<file path="src/rtl/effect_param_scheduler.sv">
// effect_param_scheduler: debounced key/switch front panel driving per-effect divisors and frequencies.
// Define FX_PARAM_WRAP_EN to wrap divisors at the limits instead of saturating.
module effect_param_scheduler #(
   parameter int NUM_FX          = 4,
   parameter int CLK_HZ          = 50000000,
   parameter int DEBOUNCE_CYCLES = 250000,
   parameter int DIV_STEP        = 256,
   parameter int DIV_MIN         = 256,
   parameter int DIV_MAX         = 5120,
   parameter int DIV_RESET       = 2560
) (
   input  logic                   CLK,
   input  logic                   RST,
   input  logic                   key3,
   input  logic                   key2,
   input  logic [9:0]             SW,
   output logic [NUM_FX-1:0]      fx_disabled,
   output logic [32*NUM_FX-1:0]   fx_frequency,
   output logic                   busy,
   output logic                   upd_valid,
   output logic [1:0]             upd_index
);
   localparam logic [31:0] F_RESET = 32'(CLK_HZ / DIV_RESET);
   localparam int CW = $clog2(DEBOUNCE_CYCLES + 1);

   typedef enum logic [1:0] {IDLE, DIVIDE, COMMIT} state_t;
   state_t state, state_nx;

   logic [1:0]        key_s1, key_s2, key_db, key_prev, press;
   logic [CW-1:0]     db_cnt [2];
   logic [NUM_FX-1:0] dis_s1;
   logic [31:0]       div_r [NUM_FX];
   logic [31:0]       div_l, quo, rem, cur_div, new_div;
   logic [32:0]       rem_sh, rem_diff;
   logic [1:0]        sel_l;
   logic [4:0]        bit_cnt;
   logic              sel_ok, sat, sat3, sat2, accept, ge;
   logic              unused_sw;

   // index 1 is key3, index 0 is key2; a press is the debounced falling edge
   assign press = key_prev & ~key_db;

   always_ff @(posedge CLK or posedge RST)
      if (RST) begin
         key_s1   <= '1;
         key_s2   <= '1;
         key_db   <= '1;
         key_prev <= '1;
         db_cnt[0] <= '0;
         db_cnt[1] <= '0;
      end else begin
         key_s1   <= {key3, key2};
         key_s2   <= key_s1;
         key_prev <= key_db;
         for (int k = 0; k < 2; k++)
            if (key_s2[k] == key_db[k]) db_cnt[k] <= '0;
            else if (db_cnt[k] == CW'(DEBOUNCE_CYCLES - 1)) begin
               key_db[k] <= key_s2[k];
               db_cnt[k] <= '0;
            end else db_cnt[k] <= db_cnt[k] + 1'b1;
      end

   always_ff @(posedge CLK or posedge RST)
      if (RST) begin
         dis_s1      <= '1;
         fx_disabled <= '1;
      end else begin
         dis_s1      <= ~SW[4 +: NUM_FX];
         fx_disabled <= dis_s1;
      end

   assign sel_ok  = {30'd0, SW[1:0]} < 32'(NUM_FX);
   assign cur_div = sel_ok ? div_r[SW[1:0]] : 32'(DIV_RESET);
   assign sat3    = cur_div < 32'(DIV_MIN + DIV_STEP);
   assign sat2    = cur_div > 32'(DIV_MAX - DIV_STEP);
`ifdef FX_PARAM_WRAP_EN
   assign new_div = press[1] ? (sat3 ? 32'(DIV_MAX) : cur_div - 32'(DIV_STEP))
                             : (sat2 ? 32'(DIV_MIN) : cur_div + 32'(DIV_STEP));
   assign sat     = 1'b0;
`else
   assign new_div = press[1] ? cur_div - 32'(DIV_STEP) : cur_div + 32'(DIV_STEP);
   assign sat     = press[1] ? sat3 : sat2;
`endif
   assign accept  = (state == IDLE) && SW[9] && sel_ok && (^press) && !sat;

   // restoring division step: shift in next dividend bit, subtract if it fits
   assign rem_sh   = {rem, quo[31]};
   assign rem_diff = rem_sh - {1'b0, div_l};
   assign ge       = rem_sh >= {1'b0, div_l};
   assign busy     = state != IDLE;
   assign unused_sw = ^{SW, rem_diff[32]};

   always_ff @(posedge CLK or posedge RST)
      if (RST) state <= IDLE;
      else state <= state_nx;

   always_comb begin
      state_nx = state;
      state_nx = (state == IDLE)   ? (accept ? DIVIDE : IDLE) :
                 (state == DIVIDE) ? ((bit_cnt == 5'd31) ? COMMIT : DIVIDE) : IDLE;
   end

   always_ff @(posedge CLK or posedge RST)
      if (RST) begin
         for (int i = 0; i < NUM_FX; i++) div_r[i] <= 32'(DIV_RESET);
         fx_frequency <= {NUM_FX{F_RESET}};
         upd_valid    <= 1'b0;
         upd_index    <= '0;
         sel_l        <= '0;
         div_l        <= 32'(DIV_RESET);
         quo          <= '0;
         rem          <= '0;
         bit_cnt      <= '0;
      end else begin
         upd_valid <= 1'b0;
         if (accept) begin
            div_r[SW[1:0]] <= new_div;
            div_l          <= new_div;
            sel_l          <= SW[1:0];
            quo            <= 32'(CLK_HZ);
            rem            <= '0;
            bit_cnt        <= '0;
         end else if (state == DIVIDE) begin
            quo     <= {quo[30:0], ge};
            rem     <= ge ? rem_diff[31:0] : rem_sh[31:0];
            bit_cnt <= bit_cnt + 1'b1;
         end else if (state == COMMIT) begin
            fx_frequency[{sel_l, 5'd0} +: 32] <= quo;
            upd_valid <= 1'b1;
            upd_index <= sel_l;
         end
      end
endmodule

</file>
<file path="config.mk">
export PLATFORM = sky130hd
export DESIGN_NAME = effect_param_scheduler
export DESIGN_NICKNAME = d
export VERILOG_FILES = /design/src/rtl/effect_param_scheduler.sv
export SDC_FILE = /design/constraint.sdc
export NUM_CORES = 1
export LEC_CHECK = 0
export ABC_AREA = 1
export CELL_PAD_IN_SITES_DETAIL_PLACEMENT = 0
export CELL_PAD_IN_SITES_GLOBAL_PLACEMENT = 1
export CORE_ASPECT_RATIO = 0.8
export CORE_MARGIN = 2
export CORE_UTILIZATION = 40
export CTS_CLUSTER_SIZE = 25
export DETAILED_ROUTE_END_ITERATION = 8
export GPL_ROUTABILITY_DRIVEN = 0
export PLACE_DENSITY_LB_ADDON = 0.1
export SYNTH_ARGS = -nofsm -noshare
export SYNTH_HDL_FRONTEND = slang
export SYNTH_SLANG_ARGS = --single-unit
</file>
<file path="constraint.sdc">
create_clock -name CLK -period 16.15 [get_ports CLK]
set_clock_uncertainty 0.05 [all_clocks]
set_input_delay 2.4225 -clock CLK [delete_from_list [all_inputs] [get_ports CLK]]
set_output_delay 2.4225 -clock CLK [all_outputs]
set_load 0.01 [all_outputs]
</file>
==> impl_metrics.py <==
metrics = {
    "hold_path": {
        "whs_path_depth": 0,
        "hold_path_class": "reg2reg",
    },
    "worst_setup_path": {
        "startpoint_type": "input pin",
        "crit_top_cell": "nand2_1",
        "critPathMaxStageDelay_ns": 0.77,
        "rrSetupSlack_ns": 12.22,
        "worstPathRequired_ns": 16.56,
        "cpMaxStageDelayCell": "nand2_4",
        "crit_type": "in2reg",
        "critPathBufInv": 6,
        "path_max_fanout": 72,
        "r2r-start": "div_r[77]",
        "rr_endpoint": "div_l[31]",
        "arrival_ns": 7.31,
        "timing.critical_path.from": "SW[1]",
        "endpoint": "div_l[31]",
        "cp_cell_sequence": "buf_2 > buf_4 > inv_2 > nor2_2 > buf_4 > nand2_1 > nand2_1 > nor2_1 > nand2_1 > nor2_1 > nand2_1 > nor2_1 > nand2_1 > nand3_4 > nand2_4 > buf_4 > inv_2 > nand2_1 > nand2_1",
        "ff2ff_path_depth": 13,
        "cp_top_family": "simple AND/OR/NAND/NOR gates",
        "end_kind": "register",
        "cp.depth": 19,
    },
    "logic_synthesis": {
        "ys.flop_type": "dfrtp_1",
        "ys_ff_latch": 416,
        "yosysUniqueCellTypes": 39,
        "synth_area_leader_cell": "dfrtp_1",
        "synth_fp_nets": 3016,
        "synth_area_mm2": 0.02238,
        "synth_edf_count": 0,
        "async_reset_ff_frac": 1.000,
        "seq_area_frac_synth": 0.4681,
        "yosysWarnings": 0,
        "synth_area_leaders": "dfrtp_1 40%, nand2_1 16%, dfstp_2 6.3%, nand3_1 6.2%, nand4_1 5.1%",
        "netlist_top_cells_count": "974 x nand2_1, 362 x dfrtp_1, 277 x nand3_1, 223 x inv_1, 189 x o21ai_0",
        "syn-instance-count": 2937,
        "synth.avg_cell_area_um2": 7.621,
        "netlist.area_leader.share": 0.4047,
        "yosys.cell_count.top_type": "nand2_1",
    },
    "cells_and_area": {
        "final_nets": 3051,
        "fin_util": 0.4672,
        "filler_cell_count": 5603,
        "areaGrowthSynthToFinish_pct": 15.42,
        "antenna_cells": 0,
        "drive_gt1_frac": 0.06616,
    },
    "cts": {
        "postCtsSetupBuffers": 0,
        "clkSlewWorstSetupHoldPaths_ns": 0.06,
        "cts_buffers": 45,
        "h-tree-depth": 2,
        "clock_sinks": 416,
        "hold_buffers": 0,
        "insertion_delay_ns": 0.57,
        "cts-resized-gates": 0,
        "clock-root-buffer": "clkbuf_16",
        "max-clock-path-buffers": 3,
        "cts_tree": "done",
    },
    "floorplan": {
        "die_w_um": 268.5,
        "die_height_um": 215.6,
        "num_io_pins": 150,
        "initial_utilization": 0.4048,
        "die-area_mm2": 0.05788,
        "core_mm2": 0.05530,
        "rows": 77,
    },
    "drt": {
        "first_pass_iters": 5,
        "drc": 0,
        "drtIter0Drc": 1959,
        "drtAntennaViolNets": 0,
        "post_drt_wl_per_cell_um": 18.26,
        "wl_mm": 68.64,
        "vias": 19970,
        "routed_via_density": 5.313,
    },
    "timing": {
        "hold_viol_final": 0,
        "tightest_slew_ns": 1.116,
        "period_needed_ns": 6.899,
        "max_freq_ghz": 0.1449,
        "finalSetupViolations": 0,
        "setup_tns_ns": 0,
        "rsz0062_at_grt": "false",
        "slew_headroom": 0.2552,
        "slew_viol_final": 0,
        "period_share": 0.4272,
    },
    "placement": {
        "port_buffers": 146,
        "dp_hpwl_mm": 46.01,
    },
    "global_routing": {
        "grt_pass1_wl_mm": 111.0,
        "antenna_found_initial": 1,
        "grt_pass1_vias": 19290,
        "grt_overflow": 0,
        "grt_usage": 0.2415,
        "grt_start_max_net_pins": 98,
    },
    "status": {
        "outcome": "finished clean",
    },
    "power": {
        "ir_drop_mv": 0.06915,
        "p_leak_uw": 0.01279,
        "power.density_mw_per_mm2": 85.40,
    },
    "run": {
        "drv_cap": 0,
    },
}
-- registers in the layout, indices dropped and copies added, names as in the netlist --
register and count:
state 2, bit_cnt 5, quo 32, db_cnt 36, key_db 2, sel_l 2
fx_frequency 128, key_s1 2, fx_disabled 4, dis_s1 4, upd_index 2, key_prev 2
div_r 128, upd_valid 1, div_l 32, key_s2 2, rem 32
-- logic make-up (layout without fill, tap and decap cells) --
group                      count (synthesis)  count (layout)  synth area share
AOI/OAI and AO/OA                        291             291           0.06747
DFF                                      416             416            0.4681
xor gates and xnor gates                  50              50           0.01956
and+or+nand+nor                         1691            1691            0.3297
buffers and inverters                    422             493           0.07714
muxes                                      2               2          0.001006
adders and majority gates                 65              65           0.03700
-- layout by cell type (no fill, tap or decap), types with 3 or more instances in the layout --
| cell | Yosys | layout |
|---|---|---|
| bufinv_16 | 0 | 5 |
| o21a_1 | 5 | 5 |
| inv_2 | 5 | 5 |
| dfstp_2 | 54 | 54 |
| ha_1 | 63 | 63 |
| o21ai_0 | 189 | 189 |
| xnor2_1 | 14 | 14 |
| a21o_1 | 4 | 4 |
| nand2_1 | 974 | 974 |
| inv_1 | 223 | 222 |
| dfrtp_1 | 362 | 362 |
| nor3_1 | 22 | 22 |
| o21bai_1 | 4 | 4 |
| nor2_1 | 181 | 173 |
| nand3b_1 | 29 | 29 |
| buf_4 | 10 | 33 |
| nor2_2 | 2 | 8 |
| or2_2 | 4 | 4 |
| clkdlybuf4s50_1 | 0 | 144 |
| nand3_2 | 5 | 4 |
| nor2_4 | 1 | 3 |
| nor4_1 | 7 | 7 |
| clkbuf_1 | 128 | 6 |
| nor3b_1 | 5 | 5 |
| clkbuf_16 | 0 | 46 |
| xor2_1 | 36 | 36 |
| a31oi_1 | 8 | 7 |
| clkbuf_8 | 0 | 15 |
| clkinv_2 | 0 | 9 |
| nand4_1 | 181 | 181 |
| a21oi_1 | 77 | 76 |
| nand3_1 | 277 | 277 |
-- worst min path at each step --
stage	start	endpoint	slack, ns
final	dis_s1[1]	fx_disabled[1]	0.30
after floorplan	dis_s1[0]	fx_disabled[0]	0.30
after global routing	key_s1[0]	key_s2[0]	0.31
after CTS	dis_s1[1]	fx_disabled[1]	0.31
after global placement	dis_s1[3]	fx_disabled[3]	0.30
after detailed placement	dis_s1[1]	fx_disabled[1]	0.30
-- routing by layer --
metal | vias to the layer above | wire (µm) | GRT usage
met1 | 9702 | 33940 | 0.3781
met2 | 541 | 29210 | 0.3483
met3 | 53 | 4661 | 0.04404
met4 | 0 | 825 | 0.04167
li1 | 9671 | - | -
met5 | - | 0 | 0
-- per-stage QoR --
stage / setup WS, ns / cell area (µm²) / std cells / power (µW) / hold slack (ns)
CTS: 9.272 / 25830 / 3758 / 2238 / 0.3056
global route: 8.754 / 25830 / 3758 / 2287 / 0.3100
detailed placement: 8.690 / 24230 / 3675 / 1117 / 0.2968
floorplan: 2.189 / 22380 / 2937 / 1097 / 0.2952
global placement: 8.664 / 24230 / 3675 / 1116 / 0.2957
finish: 9.251 / 25830 / 3758 / 2206 / 0.3044
-- layout make-up --
type / instances / area (µm²) / area share
Clock buffer: 67 / 1380 / 0.05342
Sequential cell: 416 / 10480 / 0.4056
Inverter: 231 / 875.8 / 0.03390
Timing Repair Buffer: 179 / 1699 / 0.06577
Clock inverter: 16 / 224.0 / 0.008669
Tap cell: 750 / 938.4 / 0.03632
Multi-Input combinational cell: 2099 / 10240 / 0.3964
-- power by group --
group	leakage (µW)	switching (µW)	internal, µW	total, µW
Sequential	0.00515	1.31	1050	1050
Combinational	0.00684	41.9	6.77	48.6
Clock	0.000800	438	672	1110
Note: power is estimated with default switching activity, not from simulation.
==> variant (same settings) <==
Encoding of `state_t`: now one-hot (3 bits for 3 states).
--- a/src/rtl/effect_param_scheduler.sv
+++ b/src/rtl/effect_param_scheduler.sv
@@ -24,5 +24,5 @@
    localparam int CW = $clog2(DEBOUNCE_CYCLES + 1);
 
-   typedef enum logic [1:0] {IDLE, DIVIDE, COMMIT} state_t;
+   typedef enum logic [2:0] {IDLE = 3'b001, DIVIDE = 3'b010, COMMIT = 3'b100} state_t;
    state_t state, state_nx;
 
Behaviour: no difference found for any inputs over 4 cycles, from zero or initial values and one cycle with RST high; so few cycles prove little.
==> variant against the unedited design <==
Non-clock buffer count fell by 9; cell area shrank 4.4%; critical path depth shrank 1; register-to-register slack worse by 0.23 ns; setup slack better by 0.48 ns; power is 1.9% lower; die area shrank 5.0%; synthesized area decreased by 5.0%; hold slack worse by 0.0036 ns; sequential share of layout area is 2.0 points higher; sequential cell count rose by 1; wire length down 9.3%; global-route usage down 1.1 points.
==> variant: results (changes against the unedited design) <==
[layout]
layout-drive-gt1-share_pct=6.44  ; -0.17 points
largest_registers=div_r: 128 flops, fx_frequency: 128 flops, db_cnt: 36 flops
num_antenna_cells=0  ; unchanged
fin_nets=2856  ; -6.4%

[worst_setup_path]
critical_path.max_fanout=62  ; -14%
crit_start=SW[0]
cp_data_arrival_time_ns=6.86  ; -0.45 ns
r2r_start=key_db[1]$_DFFE_PP1P_

[placed_design]
pre_cts_slack_ns=9.18  ; +0.495 ns
port_buffers=146  ; unchanged
hpwl_mm=41.4  ; -9.9%

[routing]
via_per_inst=5.19  ; -2.2%
drt-total-wl_mm=62.2  ; -9.3%
drt_iter0_markers=1458  ; -26%
drtPass1Iterations=6  ; +1

[synthesis]
ys.flop_type=dfrtp_1
yosys_warnings=0  ; unchanged
yosysUniqueCellTypes=41  ; +5.1%
syn_nets=2788  ; -7.6%
synthTopCellsByCount=nand2_1 (939), dfrtp_1 (362), nand3_1 (227)
ys_top_cells_by_area=dfrtp_1 (43%), nand2_1 (17%), dfstp_2 (6.8%)
synth-seq-area-share_pct=49.4  ; +2.6 points
synthArstFlopShare_pct=100  ; unchanged

[clock_tree]
cts_buffer_depth=3  ; unchanged
cts_inserted_buffers=45  ; unchanged
cts_root_buffer=clkbuf_16
cts_resized=0  ; unchanged
cts_hold_buf=0  ; unchanged
path_clk_slew_ns=0.06  ; about the same
cts_max_level=2  ; unchanged
cts_setup_buffers=0  ; unchanged
clk_latency_ns=0.59  ; +0.02 ns

[sta]
worst_pin_slew_ns=1.19  ; +0.0694 ns

[power_and_ir_drop]
ir_worst_vdd_uv=63.6  ; -8.1%
cellLeakagePower_nw=12.2  ; -4.7%

[global_route]
grt_pass1_wl_mm=101  ; -9.4%
antenna_found_initial=0  ; -1
grt_use_total_pct=23.0  ; -1.1 points
grt_max_degree=171  ; +74%
grt_pass1_vias=17900  ; -7.4%

[min_path]
hp-class=register to register
hp-start=dis_s1[2]$_DFF_PP1_

[outcome]
status=finished, final reports clean

[job]
maxCapViolCount=0  ; unchanged

==> variant: changes by cell type after synthesis, sizes merged, moves of 15 or more <==
cell	change
nand3b	-15
clkbuf	-24
o31ai	+33
o41ai	+32
nand3	-53
nand2	-35
nand4	-166
buf	-18
==> variant: cells by family after synthesis <==
| group | count (synthesis) | synth area share, % |
|---|---|---|
| AO/OA/AOI/OAI | 374 | 10.0 |
| multiplexers | 2 | 0.100 |
| flip-flops | 417 | 49.4 |
| adder cells (fa/ha/maj) | 65 | 3.90 |
| AND/OR/NAND/NOR | 1431 | 27.6 |
| XOR/XNOR | 49 | 2.02 |
| buffers and inverters | 371 | 6.92 |
==> variant: cell type report <==
type / instances / area (µm²)
Clock inverter: 16 / 215
Timing Repair Buffer: 170 / 1640
Fill cell: 5204 / 27800
Tap cell: 693 / 867
Inverter: 222 / 841
Clock buffer: 64 / 1300
Multi-Input combinational cell: 1921 / 9320
Sequential cell: 417 / 10500
==> variant: power by group <==
part | switching, mW | leakage [nW] | internal (mW)
clock | 0.446 | 0.745 | 0.626
sequential | 0.00134 | 5.20 | 1.05
combinational | 0.0364 | 6.24 | 0.00649
total | 0.484 | 12.2 | 1.68
==> variant: path summary, 6_finish.rpt <==
path                            depth (start not counted)                           end  slack [ns]
max in group asynchronous                               4         div_r[81]$_DFFE_PP0P_       11.65
worst max register to register                         14         div_l[24]$_DFFE_PP0N_       11.99
worst max-delay path                                   18         div_l[24]$_DFFE_PP0N_        9.73
worst min-delay path                                    0      fx_disabled[2]$_DFF_PP1_        0.30
min in group asynchronous                               2  fx_frequency[98]$_DFFE_PP0P_        2.36
worst min register to register                          0      fx_disabled[2]$_DFF_PP1_        0.30
==> variant: per-stage QoR <==
| step | total power [mW] | instance area, µm² | instances |
|---|---|---|---|
| 6_report | 2.17 | 24700 | 3503 |
| 5_1_grt | 2.25 | 24700 | 3503 |
| 4_1_cts | 2.20 | 24700 | 3503 |
| 3_5_place_dp | 1.11 | 23200 | 3423 |
| 3_3_place_gp | 1.11 | 23200 | 3423 |
| 2_1_floorplan | 1.10 | 21300 | 2709 |
==> variant: worst max-delay path, cell delays in order <==
cell and delay, ns:
buf_2 0.09, buf_4 0.35, inv_2 0.78, nand2_1 0.11, nand2_1 0.09, nand2_1 0.05, nand2_1 0.24, inv_1 0.17
fa_1 0.40, or2_2 0.31, o21ai_0 0.47, a21oi_1 0.21, inv_1 0.12, nand3_1 0.07, nand2_1 0.13, xor2_1 0.51
nand2_1 0.14, o21ai_0 0.13
==> variant: metal layers <==
metal | global-route usage (%) | vias up | routed length [µm]
met4 | 5.56 | 0 | 1250
met5 | 0 | - | 0
li1 | - | 8879 | -
met2 | 34.8 | 441 | 26800
met1 | 34.7 | 8794 | 30900
met3 | 3.14 | 81 | 3350
